## src/rtl/stepper_pkg.sv

```systemverilog
// rtl/stepper_pkg.sv - shared types and constants for the stepper controller
package stepper_pkg;

  typedef enum logic [1:0] {
    ST_IDLE   = 2'd0,
    ST_MOVE   = 2'd1,
    ST_FINISH = 2'd2
  } state_e;

  typedef logic [2:0] phase_t;

  localparam phase_t FULL_STEP = 3'd2;
  localparam phase_t HALF_STEP = 3'd1;

  // Entry 0 is the least significant nibble; even entries are the full-step sequence.
  localparam logic [7:0][3:0] COIL_TABLE = {
    4'b1000, 4'b1001, 4'b0001, 4'b0101,
    4'b0100, 4'b0110, 4'b0010, 4'b1010
  };

endpackage

```

## src/rtl/step_prescaler.sv

```systemverilog
// rtl/step_prescaler.sv - step-period counter, ticks once every period+1 enabled cycles
module step_prescaler #(
  parameter int DIV_W = 16
) (
  input  logic             CLK,
  input  logic             reset,
  input  logic             clear_i,
  input  logic             enable_i,
  input  logic [DIV_W-1:0] period_i,
  output logic             tick_o
);

  logic [DIV_W-1:0] cnt_q;
  logic [DIV_W-1:0] cnt_d;

  assign tick_o = enable_i && (cnt_q == period_i);

  always_comb begin
    cnt_d = cnt_q;
    if (clear_i || tick_o) begin
      cnt_d = '0;
    end else if (enable_i) begin
      cnt_d = cnt_q + DIV_W'(1);
    end
  end

  always_ff @(posedge CLK or posedge reset) begin
    if (reset) begin
      cnt_q <= '0;
    end else begin
      cnt_q <= cnt_d;
    end
  end

endmodule

```

## src/rtl/stepper_ctrl.sv

```systemverilog
// rtl/stepper_ctrl.sv - 4-coil stepper move controller; COIL_IDLE_OFF_EN de-energises coils at rest
module stepper_ctrl
  import stepper_pkg::*;
#(
  parameter int POS_W = 16,
  parameter int DIV_W = 16
) (
  input  logic             CLK,
  input  logic             reset,
  input  logic             start,
  input  logic             dir,
  input  logic [POS_W-1:0] steps,
  input  logic             half_step,
  input  logic [DIV_W-1:0] div,
  input  logic             abort,
  output logic             busy,
  output logic             done,
  output logic             step_tick,
  output logic [POS_W-1:0] position,
  output logic [3:0]       coil
);

`ifdef COIL_IDLE_OFF_EN
  localparam logic [3:0] COIL_RESET = 4'b0000;
`else
  localparam logic [3:0] COIL_RESET = COIL_TABLE[0];
`endif

  state_e           state_q, state_d;
  phase_t           phase_q, phase_d;
  logic [POS_W-1:0] pos_q, pos_d;
  logic [POS_W-1:0] rem_q, rem_d;
  logic             dir_q, dir_d;
  logic             half_q, half_d;
  logic [DIV_W-1:0] div_q, div_d;
  logic [3:0]       coil_q, coil_d;
  logic             presc_tick;
  phase_t           step_size;

  assign step_size = half_q ? HALF_STEP : FULL_STEP;

  step_prescaler #(.DIV_W(DIV_W)) u_presc (
    .CLK      (CLK),
    .reset    (reset),
    .clear_i  (state_q == ST_IDLE),
    .enable_i (state_q == ST_MOVE),
    .period_i (div_q),
    .tick_o   (presc_tick)
  );

  always_comb begin
    state_d   = state_q;
    phase_d   = phase_q;
    pos_d     = pos_q;
    rem_d     = rem_q;
    dir_d     = dir_q;
    half_d    = half_q;
    div_d     = div_q;
    step_tick = 1'b0;
    unique case (state_q)
      ST_IDLE: begin
        if (start) begin
          dir_d   = dir;
          rem_d   = steps;
          half_d  = half_step;
          div_d   = div;
          state_d = (steps != '0) ? ST_MOVE : ST_FINISH;
        end
      end
      ST_MOVE: begin
        // abort wins over a step falling due in the same cycle
        if (abort) begin
          state_d = ST_FINISH;
        end else if (presc_tick) begin
          step_tick = 1'b1;
          phase_d   = dir_q ? phase_q + step_size : phase_q - step_size;
          pos_d     = dir_q ? pos_q + POS_W'(1) : pos_q - POS_W'(1);
          rem_d     = rem_q - POS_W'(1);
          if (rem_q == POS_W'(1)) begin
            state_d = ST_FINISH;
          end
        end
      end
      ST_FINISH: state_d = ST_IDLE;
      default:   state_d = ST_IDLE;
    endcase
`ifdef COIL_IDLE_OFF_EN
    coil_d = (state_d == ST_MOVE) ? COIL_TABLE[phase_d] : 4'b0000;
`else
    coil_d = COIL_TABLE[phase_d];
`endif
  end

  always_ff @(posedge CLK or posedge reset) begin
    if (reset) begin
      state_q <= ST_IDLE;
      phase_q <= '0;
      pos_q   <= '0;
      rem_q   <= '0;
      dir_q   <= 1'b0;
      half_q  <= 1'b0;
      div_q   <= '0;
      coil_q  <= COIL_RESET;
    end else begin
      state_q <= state_d;
      phase_q <= phase_d;
      pos_q   <= pos_d;
      rem_q   <= rem_d;
      dir_q   <= dir_d;
      half_q  <= half_d;
      div_q   <= div_d;
      coil_q  <= coil_d;
    end
  end

  assign busy     = (state_q == ST_MOVE);
  assign done     = (state_q == ST_FINISH);
  assign position = pos_q;
  assign coil     = coil_q;

endmodule

```

## config.mk

```make
export PLATFORM = sky130hd
export DESIGN_NAME = stepper_ctrl
export DESIGN_NICKNAME = d
export VERILOG_FILES = /design/src/rtl/stepper_pkg.sv /design/src/rtl/step_prescaler.sv /design/src/rtl/stepper_ctrl.sv
export SDC_FILE = /design/constraint.sdc
export NUM_CORES = 1
export LEC_CHECK = 0
export BUFFER_PORTS_ARGS = -buffer_cell sky130_fd_sc_hd__buf_2
export CORE_MARGIN = 2
export CORE_UTILIZATION = 35
export CTS_CLUSTER_SIZE = 40
export DETAILED_ROUTE_END_ITERATION = 12
export PLACE_DENSITY_LB_ADDON = 0.08
export SLEW_MARGIN = 30
export SYNTH_ARGS = -nofsm -noshare
export SYNTH_HDL_FRONTEND = slang
export SYNTH_SLANG_ARGS = --single-unit
```

## constraint.sdc

```tcl
create_clock -name CLK -period 3.35 [get_ports CLK]
set_clock_uncertainty 0.1 [all_clocks]
set_input_delay 0.67 -clock CLK [delete_from_list [all_inputs] [get_ports CLK]]
set_output_delay 0.67 -clock CLK [all_outputs]
set_load 0.1 [all_outputs]
```

# After elaboration in Yosys (flattened, before gate mapping)
# Memories as Yosys holds them, arrays and structs flattened. A register that Yosys moved wholly into a read port is not among the register bits.
# Index checks and enable logic that the tools add are counted.
[classes]
n_addsub = 6
eq_ne = 9
muxes = 21
bitwise = 1
reduce_logical = 10
[ops]
columns = ["cell", "n"]
rows = [
  ["16-bit 2-to-1 mux", 6],
  ["16-bit by 1-bit adder with 16-bit output (second input constant)", 2],
  ["16-bit case mux with 2 select lines", 1],
  ["16-bit by 1-bit subtractor with 16-bit output (second input constant)", 2],
  ["16-bit by 1-bit == test with 1-bit output (second input constant)", 1],
  ["16-bit == test", 1],
  ["16-bit nonzero test", 1],
  ["2-bit 2-to-1 mux", 6],
  ["3-bit 2-to-1 mux", 4],
  ["2-bit != test (second input constant)", 3],
  ["3-bit != test (second input constant)", 2],
  ["3-bit AND reduction", 2],
  ["2-bit case mux with 2 select lines", 1],
  ["4-bit AND reduction", 1],
  ["2-bit nonzero test", 2],
  ["3-bit by 2-bit adder with 3-bit output", 1],
  ["1-bit 2-to-1 mux", 3],
  ["3-bit by 2-bit subtractor with 3-bit output", 1],
  ["2-bit by 1-bit == test with 1-bit output (second input constant)", 1],
  ["2-bit == test (second input constant)", 1],
  ["2-bit zero test", 1],
  ["2-bit AND reduction", 1],
  ["1-bit logical AND", 1],
  ["1-bit logical OR", 1],
  ["1-bit NOT", 1],
]
[totals]
reg_bits = 71
mem_bits_ro = 32
in_bits = 38
wordCells = 56
memories = 1
[memory_table]
columns = ["memory", "depth", "word_bits", "read_ports", "rd_clocked_by_memory_dff", "write_ports", "line_no", "source"]
rows = [
  ["(name not given)", 8, 4, 1, 1, 0, "stepper_ctrl.sv:90", "coil_d = COIL_TABLE[phase_d];"],
]

# Logic depth before layout (Yosys ltp)
# Gate-level depths: netlist (run 1).
[logic_depth]
depth_word = 6
ltp_mapped = 9
depth_no_buf = 8

# Hierarchy
# From an unflattened synthesis (run 1), not the netlist that was laid out.
[unflattened]
cells_unflattened = 509
hier_area_um2 = 4425.5
[modules_own_cells]
columns = ["mod", "n_inst", "cells_each", "area_each_um2", "seq_area_each_um2"]
rows = [
  ["stepper_ctrl", 1, 409, 3468.3, 1478.9],
  ["step_prescaler", 1, 100, 957.2, 400.4],
]

# Worst setup path before layout (run 1)
# No wires, ideal clock.
[synth_path]
path_kind = "reg-to-output"
start = "register state_q[1]"
end = "output port done"
t_arrival_ps = 2218
required_ps = 2580
slack_ps = 362
path_stages_with_launch = 4
path_cell_list = "dfrtp_1 > clkbuf_1 > clkbuf_1 > nor2b_1"
[synth_via]
elab_chain_cells = 1
[synth_rtl]
columns = ["item", "line_no", "source"]
rows = [
  ["from (decl)", "stepper_ctrl.sv:29", "state_e state_q, state_d;"],
  ["from (signal assigned)", "stepper_ctrl.sv:105", "state_q <= state_d;"],
  ["2-bit == test", "stepper_ctrl.sv:117", "assign done = (state_q == ST_FINISH);"],
  ["to (decl)", "stepper_ctrl.sv:17", "output logic done,"],
]
# No other way between the ends.

# Worst setup path in the final report (run 1)
[layout_path]
start = "register u_presc.cnt_q[4]"
end = "output port step_tick"
[layout_via]
elab_chain_cells = 5
[layout_rtl]
columns = ["item", "line_no", "source"]
rows = [
  ["from (decl)", "step_prescaler.sv:13", "logic [DIV_W-1:0] cnt_q;"],
  ["from (signal assigned)", "step_prescaler.sv:31", "cnt_q <= cnt_d;"],
  ["16-bit == test", "step_prescaler.sv:16", "assign tick_o = enable_i && (cnt_q == period_i);"],
  ["1-bit logical AND", "step_prescaler.sv:16", ""],
  ["1-bit 2-to-1 mux", "stepper_ctrl.sv:74", "end else if (presc_tick) begin"],
  ["1-bit 2-to-1 mux", "stepper_ctrl.sv:72", "if (abort) begin"],
  ["1-bit 2-to-1 mux", "stepper_ctrl.sv:60", "unique case (state_q)"],
  ["to (decl)", "stepper_ctrl.sv:18", "output logic step_tick,"],
]
# No other way between the ends.

==> results of run 1 <==
-- worst max-delay path: stages (launching register included) --
cell and delay (ns):
sky130_fd_sc_hd__dfrtp_1 0.44, sky130_fd_sc_hd__xnor2_1 0.19, sky130_fd_sc_hd__nand4_1 0.18, sky130_fd_sc_hd__nor4_4 0.35, sky130_fd_sc_hd__nand2_2 0.08, sky130_fd_sc_hd__clkinv_1 0.18, sky130_fd_sc_hd__buf_2 0.47
-- synthesized netlist by cell type (5+ instances only) --
cell type	n	share of area, %
sky130_fd_sc_hd__mux2i_1	5	1.1
sky130_fd_sc_hd__or4_1	5	0.84
sky130_fd_sc_hd__nand3_1	15	1.7
sky130_fd_sc_hd__and3_1	5	0.70
sky130_fd_sc_hd__xor2_1	8	1.6
sky130_fd_sc_hd__nand4_1	8	1.1
sky130_fd_sc_hd__ha_1	18	5.0
sky130_fd_sc_hd__inv_1	18	1.5
sky130_fd_sc_hd__nor2_1	30	2.5
sky130_fd_sc_hd__or3_1	6	0.84
sky130_fd_sc_hd__nor3_1	19	2.1
sky130_fd_sc_hd__o21ai_0	61	6.8
sky130_fd_sc_hd__a21o_1	7	1.2
sky130_fd_sc_hd__a21oi_1	34	3.8
sky130_fd_sc_hd__dfrtp_1	73	41
sky130_fd_sc_hd__nand2_1	41	3.4
sky130_fd_sc_hd__xnor2_1	25	4.9
sky130_fd_sc_hd__nor4_1	9	1.3
sky130_fd_sc_hd__clkbuf_1	19	1.6
sky130_fd_sc_hd__mux2_2	18	4.5
-- state kept, by name, summed over array words and instances, names as in the netlist --
| register | flops |
|---|---|
| half_q | 1 |
| dir_q | 1 |
| div_q | 16 |
| phase_q | 3 |
| coil | 4 |
| u_presc.cnt_q | 16 |
| rem_q | 16 |
| state_q | 2 |
| position | 16 |
-- path summary, 6_finish.rpt --
kind                                end  slack (ns)
max reg2reg                position[12]        0.50
min reg2reg                position[15]        0.38
max in group asynchronous        half_q        2.13
min                            rem_q[4]        0.32
max                           step_tick        0.34
min in group CLK           position[15]        0.38
-- stage by stage --
stage | hold slack (ns) | power, mW | util (%) | worst slack (ns)
final | 0.324 | 3.90 | 42.3 | 0.343
after global routing | 0.392 | 4.20 | 42.3 | 0.179
after CTS | 0.361 | 3.94 | 42.3 | 0.313
after detailed placement | 0.386 | 2.94 | 39.9 | 0.521
after global placement | 0.387 | 2.90 | 39.8 | 0.620
after floorplan | 0.360 | 2.55 | - | 0.362
-- power groups by stage --
stage / logic (mW) / clock network [mW] / registers [mW]
3_5_place_dp: 1.58 / 0 / 1.36
3_3_place_gp: 1.55 / 0 / 1.35
2_1_floorplan: 1.25 / 0 / 1.30
4_1_cts: 1.58 / 1.02 / 1.34
5_1_grt: 1.77 / 1.05 / 1.38
6_report: 1.57 / 0.989 / 1.34
-- logic make-up (layout without fill, tap and decap cells) --
family | Yosys count | after routing
compound gates | 145 | 145
xor+xnor | 33 | 33
fa+ha+maj | 20 | 20
buf+inv | 41 | 103
flops | 75 | 75
mux | 23 | 23
simple gates | 154 | 154
-- cell type report --
type                            instances  area, µm²  share of cell area (%)
Inverter                               19       71.3                    1.34
Clock inverter                          5       52.6                   0.989
Timing Repair Buffer                   68        373                    7.02
Sequential cell                        75       1880                    35.4
Multi-Input combinational cell        375       2480                    46.7
Clock buffer                           11        243                    4.57
Tap cell                              172        215                    4.05
-- per-layer routing --
layer  GRT usage, %  vias up  routed length, µm
met5              0        -                  0
met4           6.98        0                209
met3           2.88       14                316
met2           25.1       60               4780
met1           23.1     1779               5360
li1               -     1915                  -
==> impl_metrics.ini, run 1 <==
[setup_path]
reg2regPathDepth = 8
endpoint_kind = output pin
highest_net_fanout_along_the_worst_path = 8
worstPathRequired_ns = 2.58
worstReg2RegStart = dir_q
worst_ep_arrival_time_ns = 2.24
cp-start-kind = flop
setup.worst_path.start = u_presc.cnt_q[4]
critical_path_class = reg2out

[global_routing]
first_global_vias = 3571
maximum_number_of_pins_on_one_net_before_global_route_repair = 48
gr-total-overflow = 0
grt_antenna_before_repair = 0
globalRouteTotalUtil_pct = 16.5
global_route_wire_length_before_repair_um = 17700

[logic_synthesis]
ys.warnings.count = 0
synth_edf_count = 0
synth_ff_type = sky130_fd_sc_hd__dfrtp_1
syn_nets = 549
seq_area_frac_synth_pct = 41.8
synth.mux.area_fraction_pct = 5.63
postSynthRegisterBits = 75
yosys.area_share.adder_pct = 5.91
yosys.area_share.simple_pct = 17.4
synth_top_family_by_area = compound AO/OA/AOI/OAI gates
postSynth.asyncResetShare_pct = 100
synthCells = 491
compound_gate_portion_of_the_synthesized_area_pct = 19.4
synth_area_um2 = 4490
synth_xor_area_share_pct = 6.43
count_of_unique_library_cells_instantiated_by_yosys = 53
syn-mean-instance-area_um2 = 9.15

[power_and_ir_drop]
power_switching_mw = 1.54
power.clock.fraction_pct = 25.4
p_leak_nw = 2.35
cellInternalPower_mw = 2.37
cellPowerDensity_nw_per_um2 = 735
power.combinational.fraction_pct = 40.3
p_seq_share_pct = 34.4
switching_share_pct = 39.4
maximum_vdd_drop_v = 0.000377

[sta]
fin_tns_setup_ns = 0
fin_crit_ns = 3.01
relSlewSlack_pct = 50.9
slew_viol_final = 0
achievable-frequency_mhz = 333
final-setup-viol-count = 0
unrepaired_setup_endpoints_after_global_routing = no
hold_violations = 0
min_period_over_period_pct = 89.8
worst_slew_pin_slew_ns = 0.737

[status]
outcome = finished clean

[clock_network]
clock_sink_count = 75
worstSkewPairLatency_ns = 0.34
cts_setup_buffers = 0
clock_path_buffers = 2
clock_transition_at_path_regs_ns = 0.06
tritoncts_clock_tree = done
post_cts_resized = 0
post_cts_hold_buffer_count = 0
cts_buffers = 9
cts_root_buffer = sky130_fd_sc_hd__clkbuf_16
cts_htree_levels = 3

[final_layout]
commonest_cells_after_routing_fill_and_taps_aside = 73 x sky130_fd_sc_hd__dfrtp_1, 61 x sky130_fd_sc_hd__o21ai_0, 60 x sky130_fd_sc_hd__buf_2, 41 x sky130_fd_sc_hd__nand2_1, 34 x sky130_fd_sc_hd__a21oi_1
final_cell_count_no_fill = 725
fillCellCount = 1253
area_grow_syn2layout_pct = 18.3
layout_commonest_cell = sky130_fd_sc_hd__dfrtp_1
layout-drive-gt1-share_pct = 19.9
antenna_cells_inserted = 0
finalNetCount = 606
final_design_area_no_fill_um2 = 5310

[floorplan]
die_x_um = 117
fp.dieArea_um2 = 13800
die_h_um = 117
core_region_area_um2 = 12600
start_util_pct = 35.7
pin_count = 61
placement_rows = 41

[route]
drt_iter0_markers = 158
routed_wirelength_um = 10700
drt.antenna.violating_nets = 0
avgRoutedWirePerCell_um = 14.7
drc = 0
drtPass1Iterations = 4
vias = 3768
route.detailed.vias_per_inst = 5.20

[placement]
finalWeightedCongestion = 0.842
hpwl_um = 7520
portBuffers = 60
placed_area_um2 = 5020
dp.cells = 709

[job]
maxCapViolations = 0

[worst_hold_path]
hold_class = in2async
(Power assumes the default switching activity.)
==> inputs of run 2 (changes only) <==
SYNTH_HIERARCHICAL = 1   (was unset)
==> impl_metrics.ini, run 2 <==
[sta]
fin_tns_setup_ns = 0
final-setup-viol-count = 0
hold_violations = 0
unrepaired_setup_endpoints_after_global_routing = no
fin_crit_ns = 3.04
min_period_over_period_pct = 90.8
slew_viol_final = 0
worst_slew_pin_slew_ns = 0.688
relSlewSlack_pct = 54.1
fin_worst_hold_slack_ns = 0.313
achievable-frequency_mhz = 329

[placement]
finalWeightedCongestion = 0.795
placed_area_um2 = 4930
dp.cells = 730
hpwl_um = 7720
portBuffers = 60

[logic_synthesis]
syn-mean-instance-area_um2 = 8.69
count_of_unique_library_cells_instantiated_by_yosys = 62
ys.warnings.count = 6
synth.top_cells.by_area = sky130_fd_sc_hd__dfrtp_1 41%, sky130_fd_sc_hd__nand2_1 8.9%, sky130_fd_sc_hd__ha_1 5.1%
synth.mux.area_fraction_pct = 0.905
synth_area_um2 = 4430
synth_edf_count = 0
seq_area_frac_synth_pct = 42.5
synth_xor_area_share_pct = 8.51
synthMostInstantiatedCell = sky130_fd_sc_hd__nand2_1
yosys.area_share.simple_pct = 23.9
synth_top_family_by_area = simple AND/OR/NAND/NOR gates
compound_gate_portion_of_the_synthesized_area_pct = 14.9
postSynth.asyncResetShare_pct = 100
yosys.area_share.adder_pct = 5.99
synth_ff_type = sky130_fd_sc_hd__dfrtp_1
synthCells = 509
yosys.area.top_type = sky130_fd_sc_hd__dfrtp_1
synth_top_area_share_pct = 41.3
postSynthRegisterBits = 75
syn_nets = 567
synth_top_cells_by_count = 105 x sky130_fd_sc_hd__nand2_1, 73 x sky130_fd_sc_hd__dfrtp_1, 43 x sky130_fd_sc_hd__nor2_1, 28 x sky130_fd_sc_hd__a21oi_1, 24 x sky130_fd_sc_hd__o21ai_0

[clock_network]
cts_root_buffer = sky130_fd_sc_hd__clkbuf_16
clock_path_buffers = 2
worstSkewPairLatency_ns = 0.34
tritoncts_clock_tree = done
post_cts_resized = 0
post_cts_hold_buffer_count = 0
cts_htree_levels = 3
clock_transition_at_path_regs_ns = 0.06
cts_setup_buffers = 0
cts_buffers = 9
clock_sink_count = 75

[worst_hold_path]
hold_class = in2async

[route]
vias = 3714
drc = 0
routed_wirelength_um = 10500
route.detailed.vias_per_inst = 4.98
avgRoutedWirePerCell_um = 14.1
drt_iter0_markers = 183
drtPass1Iterations = 4
drt.antenna.violating_nets = 0

[final_layout]
area_grow_syn2layout_pct = 18.2
final_core_util_pct = 41.9
finalNetCount = 627
final_cell_count_no_fill = 746
commonest_cells_after_routing_fill_and_taps_aside = 105 x sky130_fd_sc_hd__nand2_1, 73 x sky130_fd_sc_hd__dfrtp_1, 59 x sky130_fd_sc_hd__buf_2, 43 x sky130_fd_sc_hd__nor2_1, 28 x sky130_fd_sc_hd__a21oi_1
antenna_cells_inserted = 0
layout_commonest_cell = sky130_fd_sc_hd__nand2_1
final_design_area_no_fill_um2 = 5230
layout-drive-gt1-share_pct = 18.3

[power_and_ir_drop]
cellInternalPower_mw = 2.29
power.clock.fraction_pct = 25.7
switching_share_pct = 40.9
maximum_vdd_drop_v = 0.000406
p_leak_nw = 2.48
power_switching_mw = 1.59
power.combinational.fraction_pct = 39.4
cellPowerDensity_nw_per_um2 = 742
p_seq_share_pct = 34.9

[setup_path]
setup.worst_path.start = u_presc/cnt_q[6]
endpoint_kind = output pin
worst_ep_arrival_time_ns = 2.27
highest_net_fanout_along_the_worst_path = 9
cp-start-kind = flop
worstPathRequired_ns = 2.58
critical_path_class = reg2out
worstReg2RegStart = u_presc/cnt_q[6]

[floorplan]
fp.dieArea_um2 = 13600
core_region_area_um2 = 12500
die_h_um = 116
placement_rows = 41
die_x_um = 116
start_util_pct = 35.5
pin_count = 61

[global_routing]
globalRouteTotalUtil_pct = 16.8
global_route_wire_length_before_repair_um = 17600
maximum_number_of_pins_on_one_net_before_global_route_repair = 38
gr-total-overflow = 0
grt_antenna_before_repair = 0
first_global_vias = 3567

[status]
outcome = finished clean

[job]
maxCapViolations = 0
run 2: cell types whose count changed after synthesis, moves of 6 or more:
cell,previous run,this run
sky130_fd_sc_hd__o21ai_0,61,24
sky130_fd_sc_hd__o21ai_1,0,13
sky130_fd_sc_hd__mux2_2,18,0
sky130_fd_sc_hd__xor2_1,8,21
sky130_fd_sc_hd__nand2_1,41,105
sky130_fd_sc_hd__clkbuf_1,19,8
sky130_fd_sc_hd__nor2_1,30,43
sky130_fd_sc_hd__a21oi_1,34,28
run 2: power by group through the flow:
stage / registers [mW] / logic, mW / clock network, mW
2_1_floorplan: 1.35 / 1.21 / 0
3_3_place_gp: 1.36 / 1.53 / 0
3_5_place_dp: 1.36 / 1.55 / 0
4_1_cts: 1.36 / 1.55 / 1.03
5_1_grt: 1.40 / 1.73 / 1.07
6_report: 1.35 / 1.53 / 0.997
run 2: cell type report:
type | count | area (µm²)
Clock buffer | 10 | 239
Clock inverter | 6 | 63.8
Fill cell | 1265 | 7240
Inverter | 15 | 56.3
Multi-Input combinational cell | 400 | 2400
Sequential cell | 75 | 1880
Tap cell | 172 | 215
Timing Repair Buffer | 68 | 375
run 2: metrics by stage:
stage / power (mW) / worst slack, ns
global placement: 2.89 / 0.627
detailed placement: 2.92 / 0.516
finish: 3.88 / 0.309
CTS: 3.94 / 0.254
floorplan: 2.56 / 0.0964
global route: 4.19 / 0.0735
run 2: path summary, 6_finish.rpt:
| kind | end | slack (ns) | cells after the start |
|---|---|---|---|
| max | step_tick | 0.31 | 7 |
| min | div_q[8] | 0.31 | 2 |
| max reg2reg | rem_q[14] | 0.60 | 9 |
| min reg2reg | state_q[1] | 0.38 | 1 |
| max in group asynchronous | coil[3] | 2.07 | 3 |
| min in group CLK | state_q[1] | 0.38 | 1 |
run 2: cells by family after synthesis:
logic type	count (synthesis)
simple gates	226
compound gates	107
flops	75
xor+xnor	43
buf+inv	34
fa+ha+maj	20
mux	4
run 2: metal layers:
metal / wire [µm] / vias up / track usage [%] / part of all wire [%]
met5: 0 / - / 0 / 0
met4: 102 / 0 / 5.48 / 0.97
met3: 377 / 9 / 3.94 / 3.6
met2: 4870 / 61 / 27.3 / 46
met1: 5140 / 1761 / 22.3 / 49
li1: - / 1883 / - / -
run 2: worst max-delay path: stages, from the launching register on:
cell and delay [ns]:
sky130_fd_sc_hd__dfrtp_1 0.43, sky130_fd_sc_hd__xor2_1 0.19, sky130_fd_sc_hd__nor4_2 0.33, sky130_fd_sc_hd__nand4_1 0.12, sky130_fd_sc_hd__nor4_1 0.30, sky130_fd_sc_hd__nand2_1 0.14
sky130_fd_sc_hd__inv_2 0.21, sky130_fd_sc_hd__buf_12 0.21
